$ cat src/rtl/seg7_pkg.sv
// Shared display types, constants and the 7-segment glyph decoder.
// Glyphs are active-low, bit order [6:0] = g f e d c b a.
package seg7_pkg;

   typedef logic [3:0] digit_t;

   localparam logic [7:0] SEG_BLANK = 8'hFF;
   localparam logic [7:0] SEG_ZERO  = 8'hC0;

   function automatic logic [6:0] seg7_decode(input digit_t d);
      logic [6:0] s;
      s = SEG_BLANK[6:0];
      case (d)
         4'h0: s = 7'h40;
         4'h1: s = 7'h79;
         4'h2: s = 7'h24;
         4'h3: s = 7'h30;
         4'h4: s = 7'h19;
         4'h5: s = 7'h12;
         4'h6: s = 7'h02;
         4'h7: s = 7'h78;
         4'h8: s = 7'h00;
         4'h9: s = 7'h10;
         4'hA: s = 7'h08;
         4'hB: s = 7'h03;
         4'hC: s = 7'h46;
         4'hD: s = 7'h21;
         4'hE: s = 7'h06;
         4'hF: s = 7'h0E;
         default: s = SEG_BLANK[6:0];
      endcase
      return s;
   endfunction

endpackage

$ cat src/rtl/tick_gen.sv
// Divide-by-DIV pulse generator with hold (run=0) and synchronous clear.
// Ports: clk, reset (sync, high), run, clear -> pulse (registered, 1 cycle).
module tick_gen #(
   parameter int unsigned DIV = 2
) (
   input  logic clk,
   input  logic reset,
   input  logic run,
   input  logic clear,
   output logic pulse
);

   localparam int unsigned CW = (DIV > 1) ? $clog2(DIV) : 1;
   localparam logic [CW-1:0] LAST = CW'(DIV - 1);

   logic [CW-1:0] cnt_q, cnt_d;
   logic          pulse_q, pulse_d;

   // Pulse lands in the cycle after the counter sits on LAST.
   always_comb begin
      cnt_d   = cnt_q;
      pulse_d = 1'b0;
      if (clear) begin
         cnt_d = '0;
      end else if (run) begin
         if (cnt_q == LAST) begin
            cnt_d   = '0;
            pulse_d = 1'b1;
         end else begin
            cnt_d = cnt_q + CW'(1);
         end
      end
   end

   always_ff @(posedge clk) begin
      if (reset) begin
         cnt_q   <= '0;
         pulse_q <= 1'b0;
      end else begin
         cnt_q   <= cnt_d;
         pulse_q <= pulse_d;
      end
   end

   assign pulse = pulse_q;

endmodule

$ cat src/rtl/updown_sevenseg_counter.sv
// Multi-digit BCD/hex up/down counter with muxed common-anode 7-seg drive.
// In: clk, reset, direction, enable, load, load_value. Out: count, tick,
// at_limit, segment (active-low, [7]=dp), anode (active-low one-hot).
module updown_sevenseg_counter
   import seg7_pkg::*;
#(
   parameter int unsigned CLK_HZ     = 100_000_000,
   parameter int unsigned TICK_HZ    = 1,
   parameter int unsigned NUM_DIGITS = 4,
   parameter int unsigned REFRESH_HZ = 1000,
   parameter int unsigned HEX_MODE   = 0,
   parameter int unsigned WRAP       = 1
) (
   input  logic                    clk,
   input  logic                    reset,
   input  logic                    direction,
   input  logic                    enable,
   input  logic                    load,
   input  logic [4*NUM_DIGITS-1:0] load_value,
   output logic [4*NUM_DIGITS-1:0] count,
   output logic                    tick,
   output logic                    at_limit,
   output logic [7:0]              segment,
   output logic [NUM_DIGITS-1:0]   anode
);

   localparam int unsigned W        = 4 * NUM_DIGITS;
   localparam int unsigned TICK_DIV = CLK_HZ / TICK_HZ;
   localparam int unsigned DWELL    = CLK_HZ / (REFRESH_HZ * NUM_DIGITS);
   localparam int unsigned IW       = (NUM_DIGITS > 1) ? $clog2(NUM_DIGITS) : 1;
   localparam logic [W-1:0] UP_LIM  = (HEX_MODE != 0) ?
                                      {NUM_DIGITS{4'hF}} : {NUM_DIGITS{4'h9}};
   localparam logic [IW-1:0] LAST_IDX = IW'(NUM_DIGITS - 1);

   if (TICK_DIV < 2) begin : g_bad_tick
      $error("tick period CLK_HZ/TICK_HZ must be at least 2 cycles");
   end
   if (DWELL < 1) begin : g_bad_dwell
      $error("digit dwell CLK_HZ/(REFRESH_HZ*NUM_DIGITS) must be >= 1");
   end
   if (NUM_DIGITS < 1 || NUM_DIGITS > 8) begin : g_bad_digits
      $error("NUM_DIGITS must be in 1..8");
   end

   logic step_w;
   logic scan_w;

   tick_gen #(.DIV(TICK_DIV)) u_prescale (
      .clk   (clk),
      .reset (reset),
      .run   (enable),
      .clear (load),
      .pulse (step_w)
   );

   tick_gen #(.DIV(DWELL)) u_refresh (
      .clk   (clk),
      .reset (reset),
      .run   (1'b1),
      .clear (1'b0),
      .pulse (scan_w)
   );

   logic [W-1:0]          count_q, count_d;
   logic [W-1:0]          stepped;
   logic [W-1:0]          ld_clamped;
   logic                  at_end;
   logic                  at_limit_q, at_limit_d;
   logic [IW-1:0]         idx_q, idx_d;
   logic [NUM_DIGITS-1:0] anode_q, anode_d;
   logic [7:0]            segment_q, segment_d;
   logic                  carry;
   digit_t                dig;
   digit_t                cur_dig;

   // One step in the sampled direction; BCD ripples carry/borrow per digit.
   always_comb begin
      stepped = count_q;
      carry   = 1'b1;
      dig     = '0;
      if (HEX_MODE != 0) begin
         stepped = direction ? count_q + W'(1) : count_q - W'(1);
      end else begin
         for (int i = 0; i < NUM_DIGITS; i++) begin
            dig = count_q[4*i +: 4];
            if (carry) begin
               if (direction) begin
                  if (dig == 4'd9) begin
                     stepped[4*i +: 4] = 4'd0;
                  end else begin
                     stepped[4*i +: 4] = dig + 4'd1;
                     carry = 1'b0;
                  end
               end else begin
                  if (dig == 4'd0) begin
                     stepped[4*i +: 4] = 4'd9;
                  end else begin
                     stepped[4*i +: 4] = dig - 4'd1;
                     carry = 1'b0;
                  end
               end
            end
         end
      end
   end

   always_comb begin
      ld_clamped = load_value;
      if (HEX_MODE == 0) begin
         for (int i = 0; i < NUM_DIGITS; i++) begin
            if (load_value[4*i +: 4] > 4'd9) begin
               ld_clamped[4*i +: 4] = 4'd9;
            end
         end
      end
   end

   assign at_end = direction ? (count_q == UP_LIM) : (count_q == '0);

   always_comb begin
      count_d = count_q;
      if (load) begin
         count_d = ld_clamped;
      end else if (step_w) begin
         if (WRAP == 0 && at_end) begin
            count_d = count_q;
         end else begin
            count_d = stepped;
         end
      end
      at_limit_d = direction ? (count_d == UP_LIM) : (count_d == '0);
   end

   // Anode and glyph both come from idx_q so they switch on the same edge.
   always_comb begin
      idx_d = idx_q;
      if (scan_w) begin
         idx_d = (idx_q == LAST_IDX) ? '0 : idx_q + IW'(1);
      end
      cur_dig   = count_q[4*int'(idx_q) +: 4];
      anode_d   = ~(NUM_DIGITS'(1) << idx_q);
      segment_d = {~((idx_q == '0) && direction), seg7_decode(cur_dig)};
   end

   always_ff @(posedge clk) begin
      if (reset) begin
         count_q    <= '0;
         at_limit_q <= ~direction;
         idx_q      <= '0;
         anode_q    <= ~(NUM_DIGITS'(1));
         segment_q  <= SEG_ZERO;
      end else begin
         count_q    <= count_d;
         at_limit_q <= at_limit_d;
         idx_q      <= idx_d;
         anode_q    <= anode_d;
         segment_q  <= segment_d;
      end
   end

   assign count    = count_q;
   assign tick     = step_w;
   assign at_limit = at_limit_q;
   assign anode    = anode_q;
   assign segment  = segment_q;

endmodule

$ cat config.mk
export PLATFORM = sky130hd
export DESIGN_NAME = updown_sevenseg_counter
export DESIGN_NICKNAME = d
export VERILOG_FILES = /design/src/rtl/seg7_pkg.sv /design/src/rtl/tick_gen.sv /design/src/rtl/updown_sevenseg_counter.sv
export SDC_FILE = /design/constraint.sdc
export NUM_CORES = 1
export LEC_CHECK = 0
export BUFFER_PORTS_ARGS = -buffer_cell sky130_fd_sc_hd__buf_2
export CORE_MARGIN = 1.5
export CORE_UTILIZATION = 38
export DETAILED_ROUTE_END_ITERATION = 10
export PLACE_DENSITY_LB_ADDON = 0.08
export SYNTH_ARGS = -nofsm -noshare
export SYNTH_HDL_FRONTEND = slang
export SYNTH_SLANG_ARGS = --single-unit
$ cat constraint.sdc
create_clock -name clk -period 7.9 [get_ports clk]
set_clock_uncertainty 0.15 [all_clocks]
set_input_delay 1.58 -clock clk [delete_from_list [all_inputs] [get_ports clk]]
set_output_delay 1.58 -clock clk [all_outputs]
set_load 0.05 [all_outputs]
==> flow_metrics.env, run 1 <==
export IMPL_synth_largest_area_cell="dfxtp_1"
export IMPL_syn_area_per_cell_um2=7.92
export IMPL_viasPerCell=5.27
export IMPL_ir_drop_uv=109
export IMPL_power_frac_comb_pct=11.7
export IMPL_synth_edf_count=0
export IMPL_clkPwrFrac_pct=46.7
export IMPL_wl_um=10500
export IMPL_status="completed"
export IMPL_clock_latency_ps=340
export IMPL_finalPower_uw=974
export IMPL_cellPowerDensity_mw_per_mm2=196
export IMPL_num_vias=3811
export IMPL_async_reset_ff_share_pct=0
export IMPL_fin_crit_ps=4070
export IMPL_core_area_mm2=0.0110
export IMPL_grt_pass1_vias=3532
export IMPL_worst_path_max_delay_cell="buf_2"
export IMPL_grt_usage_pct=18.7
export IMPL_setup_viol=0
export IMPL_synth_area_leaders="dfxtp_1 (35%), nor2_1 (7.9%), xnor2_1 (4.6%), ha_1 (4.6%), o21ai_0 (4.0%)"
export IMPL_drv_cap=0
export IMPL_port_buffers=50
export IMPL_clock_root_buffer="clkbuf_16"
export IMPL_tns_ps=0
export IMPL_grt_pass1_wl_um=17300
export IMPL_netlist_area_leader_share_pct=34.5
export IMPL_wl_per_cell_um=14.5
export IMPL_timing_final_crit_share_pct=51.6
export IMPL_htreeDepth=3
export IMPL_crit_path_start_kind="primary input"
export IMPL_die_x_um=110
export IMPL_power_leakage_uw=0.00179
export IMPL_fillers=1080
export IMPL_ctsResizeCount=0
export IMPL_die_h_um=110
export IMPL_netlist_instances=549
export IMPL_initial_core_util_pct=39.6
export IMPL_dp_hpwl_um=7350
export IMPL_rsz0062_at_grt="false"
export IMPL_yosys_most_used_dff="dfxtp_1"
export IMPL_ioPinCount=51
export IMPL_switching_share_pct=26.2
export IMPL_worst_pin_slew_ps=879
export IMPL_hold_path_class="reg2reg"
export IMPL_crit_type="in2reg"
export IMPL_switchingPower_uw=255
export IMPL_syn_area_mm2=0.00435
export IMPL_final_antenna_net_count=0
export IMPL_cp_slowest_stage_delay_ps=500
export IMPL_layout_nets=615
export IMPL_hold_violations=0
export IMPL_seqPwrFrac_pct=41.6
export IMPL_drt_iter0_drc=206
export IMPL_cts_setup_buffers=0
export IMPL_intPower_uw=719
export IMPL_drcViolationCount=0
export IMPL_dieArea_mm2=0.0121
export IMPL_arrival_ps=4160
export IMPL_yosys_register_bits=75
export IMPL_cts_hold_buf=0
export IMPL_place_congestion=0.804
export IMPL_path_cells="buf_2 > nand3_1 > a21oi_4 > nand4bb_2 > a221o_1 > a221oi_2 > a21o_1 > o41ai_2 > a41o_1"
export IMPL_yosysWarnings=0
export IMPL_cts_tree="yes"
export IMPL_clkTransAtPathRegs_ps=60
export IMPL_critPathMaxFanout=36
export IMPL_drive_gt1_share_pct=13.6
export IMPL_fmax_ghz=0.246
export IMPL_firstDrtPassIters=4
export IMPL_synth_fp_nets=586
export IMPL_end_kind="flip-flop"
export IMPL_cts_buffers=9
export IMPL_grt_ovfl_total=0
export IMPL_grt_max_degree=38
export IMPL_yosysUniqueCellTypes=60
export IMPL_rows=38
export IMPL_yosysSeqAreaShare_pct=34.5
export IMPL_postLayoutCellArea_mm2=0.00497
export IMPL_antenna_found_initial=1
export IMPL_required_ps=7990
export IMPL_cts_sinks=75
export IMPL_final_max_slew_violation_count=0
export IMPL_dpl_cell_area_mm2=0.00464
export IMPL_diodes=0
export IMPL_max_slew_margin_pct=41.3
export IMPL_clk_path_buf_depth=2
export IMPL_area_delta_synth_final_pct=14.3
[routing by layer]
metal	track usage [%]	wire length [um]	vias to the layer above
met5	0	0	-
li1	-	-	1959
met3	4.09	406	16
met1	24.3	5000	1766
met4	8.16	220	0
met2	29.5	4880	70
[logic make-up after synthesis]
group | after synthesis | synth area share (%)
AO/OA/AOI/OAI | 99 | 14.9
flip-flops | 75 | 34.5
multiplexers | 11 | 3.97
AND/OR/NAND/NOR | 250 | 28.3
buffers and inverters | 55 | 5.04
adder cells (fa/ha/maj) | 16 | 4.60
XOR/XNOR | 43 | 8.66
[power groups by stage]
stage / clock (uW) / sequential [uW] / combinational (uW)
after floorplan: 0 / 426 / 71.5
after global placement: 0 / 413 / 114
after detailed placement: 0 / 413 / 114
after CTS: 466 / 405 / 115
after global routing: 484 / 407 / 126
final: 455 / 405 / 114
[path summary, 6_finish.rpt]
path | slack (ps) | endpoint | cells past startpoint | startpoint
setup reg to reg | 4730 | at_limit | 10 | count[1]
hold / removal | 300 | u_refresh.cnt_q[0] | 1 | u_refresh.cnt_q[0]
hold reg to reg | 300 | u_refresh.cnt_q[0] | 1 | u_refresh.cnt_q[0]
setup / recovery | 3830 | at_limit | 9 | direction
[registers in the layout, indices dropped and copies added (netlist names)]
signal	cells
u_prescale.pulse	1
idx_q	2
u_refresh.pulse	1
segment	8
count	16
u_refresh.cnt_q	15
at_limit	1
u_prescale.cnt_q	27
anode	4
[critical path, delay by kind of cell]
kind / cells / cell delay (ps)
buffers and inverters: 1 / 500
AND/OR/NAND/NOR: 2 / 550
AO/OA/AOI/OAI: 6 / 1520
[synth_stat cells, drive strengths merged, types with 7 or more instances]
library cell and number:
ha 16, nand2 39, inv 23, o21ai 35
a21oi 22, nor4 8, xor2 20, nand4 9
nand2b 9, nand3 23, nor2b 17, nand3b 7
clkbuf 27, dfxtp 75, or3 8, nor3 19
xnor2 23, nor2 93
[layout make-up]
class,count,area (um2),share of cell area (%)
Clock buffer,12,256,5.16
Clock inverter,4,72.6,1.46
Inverter,23,86.3,1.74
Multi-Input combinational cell,419,2630,52.9
Sequential cell,75,1500,30.2
Tap cell,140,175,3.52
Timing Repair Buffer,50,250,5.04
[stage by stage]
stage / hold slack, ps / utilization (%) / setup slack [ps] / instances
2_1_floorplan: 268 / - / 4060 / 549
3_3_place_gp: 283 / 42.3 / 3600 / 707
3_5_place_dp: 288 / 42.3 / 3540 / 707
4_1_cts: 300 / 45.2 / 3890 / 723
5_1_grt: 317 / 45.2 / 3690 / 723
6_report: 299 / 45.2 / 3830 / 723
[layout by cell type (no fill, tap or decap), drive strengths merged, types with 3 or more instances in the layout]
| cell | Yosys | routed |
|---|---|---|
| clkbuf | 27 | 12 |
| ha | 16 | 16 |
| nor2 | 93 | 93 |
| inv | 23 | 23 |
| xnor2 | 23 | 23 |
| o211ai | 3 | 3 |
| a211oi | 6 | 6 |
| dfxtp | 75 | 75 |
| and3 | 5 | 5 |
| nand4 | 9 | 9 |
| buf | 5 | 50 |
| nor3 | 19 | 19 |
| mux2i | 6 | 6 |
| nor2b | 17 | 17 |
| a31oi | 6 | 6 |
| a21oi | 22 | 22 |
| nand2b | 9 | 9 |
| nor4 | 8 | 8 |
| o21ai | 35 | 35 |
| xor2 | 20 | 20 |
| nand3b | 7 | 7 |
| nand4b | 3 | 3 |
| nand3 | 23 | 23 |
| mux4 | 5 | 5 |
| nand2 | 39 | 39 |
| or3 | 8 | 8 |
Power figures use the tool's default switching activity.
==> run 2, diff against run 1 <==
Settings changed: ABC_AREA set to 1.
Clock period 7.9 ns to 3.5 ns, I/O delays scaled along.
==> run 2 against run 1 <==
Effect of this change:
- setup slack worse by 2800 ps
- hold slack better by 10 ps
- routed wire length up 11%
- register-to-register slack got worse by 3600 ps
- highest routed layer unchanged
- combinational power grew to 2.5 times the previous value
- cell count is 24% higher
- total power rose by 110%
- die area grew 3.3%
==> flow_metrics.env, run 2 <==
export IMPL_seqPwrFrac_pct=43.4
export IMPL_drcViolationCount=0
export IMPL_async_reset_ff_share_pct=0
export IMPL_r2r_cells=9
export IMPL_drt_iter0_drc=259
export IMPL_power_frac_comb_pct=13.9
export IMPL_timing_final_crit_share_pct=71.8
export IMPL_fmax_ghz=0.398
export IMPL_synth_edf_count=0
export IMPL_reg2reg_slack_ps=1130
export IMPL_rr_startpoint="count[1]"
export IMPL_dieArea_mm2=0.0125
export IMPL_htreeDepth=3
export IMPL_clock_latency_ps=340
export IMPL_synth_area_leaders="dfxtp_1 (33%), nand2_1 (15%), nand3_1 (7.9%), inv_1 (7.1%), nor2_1 (7.0%)"
export IMPL_crit_type="in2reg"
export IMPL_ctsResizeCount=0
export IMPL_cts_hold_buf=0
export IMPL_status="completed"
export IMPL_switching_share_pct=27.7
export IMPL_ir_drop_uv=193
export IMPL_cts_tree="yes"
export IMPL_area_delta_synth_final_pct=14.0
export IMPL_cts_buffers=9
export IMPL_clk_path_buf_depth=2
export IMPL_power_leakage_uw=0.00221
export IMPL_seqCellArea_mm2=0.00150
export IMPL_crit_path_start_kind="primary input"
export IMPL_hold_path_class="reg2reg"
export IMPL_yosysSeqAreaShare_pct=33.4
export IMPL_synth_most_common_cell="nand2_1"
export IMPL_drive_gt1_share_pct=11.9
export IMPL_netlist_instances=701
export IMPL_tns_ps=0
export IMPL_clock_root_buffer="clkbuf_16"
export IMPL_crit_end="at_limit"
export IMPL_grt_usage_pct=19.1
export IMPL_port_buffers=50
export IMPL_initial_core_util_pct=39.2
export IMPL_diodes=0
export IMPL_place_congestion=0.923
export IMPL_die_x_um=112
export IMPL_setup_viol=0
export IMPL_layout_nets=783
export IMPL_crit_buf_inv=4
export IMPL_die_h_um=112
export IMPL_intPower_uw=1500
export IMPL_max_slew_margin_pct=57.4
export IMPL_arrival_ps=2650
export IMPL_cp_num_cells=15
export IMPL_mostFrequentLayoutCell="nand2_1"
export IMPL_wl_per_cell_um=13.0
export IMPL_crit_path_start="direction"
export IMPL_firstDrtPassIters=5
export IMPL_required_ps=3640
export IMPL_switchingPower_uw=576
export IMPL_worstReg2RegEnd="segment[3]"
export IMPL_hold_ws_ps=310
export IMPL_clkPwrFrac_pct=42.7
export IMPL_worst_pin_slew_ps=639
export IMPL_rsz0062_at_grt="false"
export IMPL_synth_largest_area_cell="dfxtp_1"
export IMPL_final_antenna_net_count=0
export IMPL_min_from="u_refresh.cnt_q[0]"
export IMPL_end_kind="flip-flop"
export IMPL_final_max_slew_violation_count=0
export IMPL_multi_input_comb_area_mm2=0.00257
export IMPL_regMostFlops="u_prescale.cnt_q"
export IMPL_synth_fp_nets=738
export IMPL_yosys_most_used_dff="dfxtp_1"
export IMPL_fillers=1169
export IMPL_critPathMaxFanout=20
export IMPL_grt_pass1_wl_um=19300
export IMPL_dp_hpwl_um=8830
export IMPL_num_vias=4566
export IMPL_ioPinCount=51
export IMPL_yosysWarnings=0
export IMPL_dpl_cell_area_mm2=0.00485
export IMPL_core_area_mm2=0.0115
export IMPL_antenna_found_initial=0
export IMPL_clkTransAtPathRegs_ps=60
export IMPL_syn_area_per_cell_um2=6.41
export IMPL_largest_reg_flops=27
export IMPL_postLayoutCellArea_mm2=0.00513
export IMPL_yosysUniqueCellTypes=38
export IMPL_cp_slowest_stage_delay_ps=350
export IMPL_drv_cap=0
export IMPL_final_cell_mix="nand2_1 (175), inv_1 (85), nor2_1 (84), dfxtp_1 (75), nand3_1 (71)"
export IMPL_hold_violations=0
export IMPL_cts_setup_buffers=0
export IMPL_yosys_top_cells_count="nand2_1 (175), inv_1 (85), nor2_1 (84), dfxtp_1 (75), nand3_1 (71)"
export IMPL_crit_family="simple AND/OR/NAND/NOR gates"
export IMPL_cts_sinks=75
export IMPL_netlist_area_leader_share_pct=33.4
export IMPL_viasPerCell=5.11
export IMPL_grt_ovfl_total=0
export IMPL_rows=39
export IMPL_grt_max_degree=28
export IMPL_cpMostUsedCell="nand2_1"
export IMPL_grt_pass1_vias=4237
export IMPL_fin_crit_ps=2510
export IMPL_cellPowerDensity_mw_per_mm2=405
export IMPL_syn_area_mm2=0.00450
export IMPL_wl_um=11600
export IMPL_worst_path_max_delay_cell="buf_2"
export IMPL_yosys_register_bits=75
export IMPL_path_cells="buf_2 > inv_1 > nand2_1 > inv_1 > nor2_4 > nand2_2 > nand2_1 > nand3_1 > nand2_1 > nand2_1 > nor2_1 > nand3_1 > nand2_1 > nand2_1 > inv_1"
run 2: cell count changes after synthesis, sizes merged, moves of 8 or more:
| cell | change |
|---|---|
| a21oi | +31 |
| clkbuf | -22 |
| inv | +68 |
| nand2 | +142 |
| nand2b | -9 |
| nand3 | +50 |
| nor2b | -17 |
| or3 | -8 |
| xnor2 | -22 |
| xor2 | -14 |
run 2: cells by family (layout without fill, tap and decap cells):
logic type	Yosys count	in the layout	share of synthesized area (%)
simple gates	391	391	38.8
compound gates	103	103	12.5
xor+xnor	7	7	1.36
flops	75	75	33.4
fa+ha+maj	16	16	4.45
buf+inv	109	158	9.43
run 2: worst register-to-register path, stage by stage, from the launching register on:
cell and delay [ps]:
dfxtp_1 440, inv_1 150, nor2_1 110, inv_1 50, a32oi_1 450, inv_1 200, ha_1 350, o21ai_0 160
o21ai_0 90, a31oi_1 160
run 2: through the flow:
stage	instances	setup slack [ps]	util, %	total power (uW)
after CTS	893	1020	44.7	2110
after detailed placement	878	664	42.3	1210
after floorplan	701	1150	-	1130
after global placement	878	698	42.3	1210
final	893	989	44.7	2080
after global routing	893	767	44.7	2190
run 2: worst min path at each step:
stage                          to  slack [ps]  cells past startpoint
4_1_cts        u_refresh.cnt_q[0]         310                      1
6_report       u_refresh.cnt_q[0]         310                      1
3_5_place_dp   u_refresh.cnt_q[0]         300                      1
3_3_place_gp   u_refresh.cnt_q[0]         290                      1
2_1_floorplan  u_refresh.cnt_q[0]         270                      1
5_1_grt        u_refresh.cnt_q[0]         340                      1
run 2: final cells by class:
type / count / area share, %
clock buffers: 12 / 4.61
clock inverters: 3 / 0.781
inverters: 93 / 6.81
multi-input cells: 517 / 50.1
flip-flops and latches: 75 / 29.3
well taps: 143 / 3.49
repair buffers: 50 / 4.88
run 2: metal layers:
metal  track usage [%]  vias up  part of all wire (%)
met3              4.57       21                   4.2
met5                 0        -                     0
li1                  -     2374                     -
met4              7.85        0                   2.2
met1              23.2     2074                    46
met2              32.3       97                    48
run 2: power groups by stage:
stage / Clock, uW / Combinational, uW / Sequential [uW]
2_1_floorplan: 0 / 165 / 966
3_3_place_gp: 0 / 288 / 920
3_5_place_dp: 0 / 288 / 920
4_1_cts: 923 / 289 / 901
5_1_grt: 963 / 323 / 904
6_report: 887 / 288 / 902
==> run 3, diff against run 2 <==
Settings changed: ABC_AREA 1 to 0.
Clock period 3.5 ns to 2.3 ns, I/O delays scaled along.
==> run 3 against run 2 <==
Effect of this change:
- the flow now finishes with violations (setup timing)
- utilization increased by 7.5 points
- final area increased by 12%
- clock power increased by 44%
- setup slack got worse by 1400 ps
- routed wire length decreased by 0.89%
- global-route usage increased by 0.64 points
- sequential power increased by 51%
- largest power group unchanged
==> flow_metrics.env, run 3 (synthesis gave the netlist of run 1 again) <==
export IMPL_final_cell_mix="nor2_1 (90), buf_4 (78), dfxtp_1 (62), buf_2 (50), nand2_1 (38)"
export IMPL_port_buffers=50
export IMPL_grt_max_degree=28
export IMPL_rows=38
export IMPL_grt_usage_pct=19.7
export IMPL_htreeDepth=3
export IMPL_rsz0062_at_grt="true"
export IMPL_initial_core_util_pct=39.6
export IMPL_final_util_pct=52.3
export IMPL_final_max_slew_violation_count=0
export IMPL_power_leakage_uw=0.00221
export IMPL_fmax_ghz=0.373
export IMPL_ioPinCount=51
export IMPL_clock_latency_ps=340
export IMPL_firstDrtPassIters=4
export IMPL_hold_path_class="in2reg"
export IMPL_ir_drop_uv=451
export IMPL_max_slew_margin_pct=65.9
export IMPL_final_antenna_net_count=0
export IMPL_cts_buffers=9
export IMPL_cts_tree="yes"
export IMPL_end_kind="flip-flop"
export IMPL_wl_um=11500
export IMPL_stdcell_count=805
export IMPL_wl_per_cell_um=14.3
export IMPL_drive_gt1_share_pct=30.1
export IMPL_fin_ws_ps=-379
export IMPL_mostFrequentLayoutCell="nor2_1"
export IMPL_num_vias=4198
export IMPL_status="finished, violations left"
export IMPL_dieArea_mm2=0.0121
export IMPL_clkTransAtPathRegs_ps=60
export IMPL_area_delta_synth_final_pct=32.0
export IMPL_hold_violations=0
export IMPL_clk_path_buf_depth=2
export IMPL_grt_ovfl_total=0
export IMPL_drt_iter0_drc=170
export IMPL_setup_viol=6
export IMPL_timing_final_crit_share_pct=116
export IMPL_regMostFlops="u_prescale.cnt_q"
export IMPL_diodes=0
export IMPL_core_area_mm2=0.0110
export IMPL_grt_pass1_vias=3801
export IMPL_place_congestion=0.852
export IMPL_grt_pass1_wl_um=18200
export IMPL_die_h_um=110
export IMPL_worst_pin_slew_ps=511
export IMPL_fillers=1054
export IMPL_arrival_ps=2760
export IMPL_required_ps=2380
export IMPL_cts_hold_buf=0
export IMPL_largest_reg_flops=27
export IMPL_dp_slack_ps=-432
export IMPL_clock_root_buffer="clkbuf_16"
export IMPL_drv_cap=0
export IMPL_antenna_found_initial=0
export IMPL_die_x_um=110
export IMPL_dp_hpwl_um=8480
export IMPL_fin_crit_ps=2680
export IMPL_placedCellCount=785
export IMPL_violations="setup timing"
export IMPL_critPathMaxFanout=4
export IMPL_viasPerCell=5.21
export IMPL_crit_type="reg2reg"
export IMPL_cellPowerDensity_mw_per_mm2=556
export IMPL_drcViolationCount=0
export IMPL_cts_sinks=75
export IMPL_layout_nets=698
export IMPL_crit_path_start_kind="flip-flop"
==> run 3: cell type report <==
class	instances	area (um2)	area share, %
clock buffers	11	233	4.05
clock inverters	4	28.8	0.501
inverters	23	88.8	1.55
multi-input cells	419	2790	48.6
flip-flops and latches	75	1520	26.5
well taps	140	175	3.05
repair buffers	133	901	15.7
==> run 3: per-stage QoR <==
step / instance area [um2] / power [uW] / setup TNS, ps / hold WS (ps)
3_5_place_dp: 5280 / 1920 / -1500 / 294
2_1_floorplan: 4400 / 1720 / -567 / 268
3_3_place_gp: 5280 / 1910 / -1220 / 280
4_1_cts: 5580 / 3210 / -1020 / 237
6_report: 5740 / 3190 / -1030 / 237
5_1_grt: 5740 / 3330 / -1650 / 268
==> run 3: worst paths after layout <==
path,cells past startpoint,slack [ps],start,end
setup / recovery,10,-380,count[0],at_limit
setup reg to reg,10,-380,count[0],at_limit
hold reg to reg,1,300,u_refresh.cnt_q[0],u_refresh.cnt_q[0]
hold / removal,3,240,load_value[5],count[5]
==> run 3: routing by layer <==
layer  global-route usage, %  share of wire, %  up-vias
met4                    9.83               2.9        0
met2                    31.5                48       90
met5                       0                 0        -
met3                    4.92               5.1       27
met1                    24.6                44     1962
li1                        -                 -     2119
==> run 3: timing repair <==
action                     CTS  global route
cloned                       0             0
setup endpoints to repair    7            17
buffers inserted             3             4
pin swaps                    7            13
gates resized for setup      4            37
==> run 3: power by group <==
| part | internal [uW] | switching (uW) | leakage (uW) | total (uW) |
|---|---|---|---|---|
| Clock | 724 | 553 | 0.000122 | 1280 |
| Sequential | 1330 | 32.5 | 0.000615 | 1360 |
| Combinational | 225 | 324 | 0.00147 | 549 |
| Total | 2280 | 909 | 0.00221 | 3190 |
==> run 3: worst max-delay path: stages, from the launching register on <==
cell       delay [ps]
dfxtp_4           350
inv_2              60
ha_4              140
or3b_4            400
a21oi_4           200
nand4bb_4         190
a221o_1           310
a221oi_2          280
a21o_1            200
o41ai_2            80
a41o_1            180
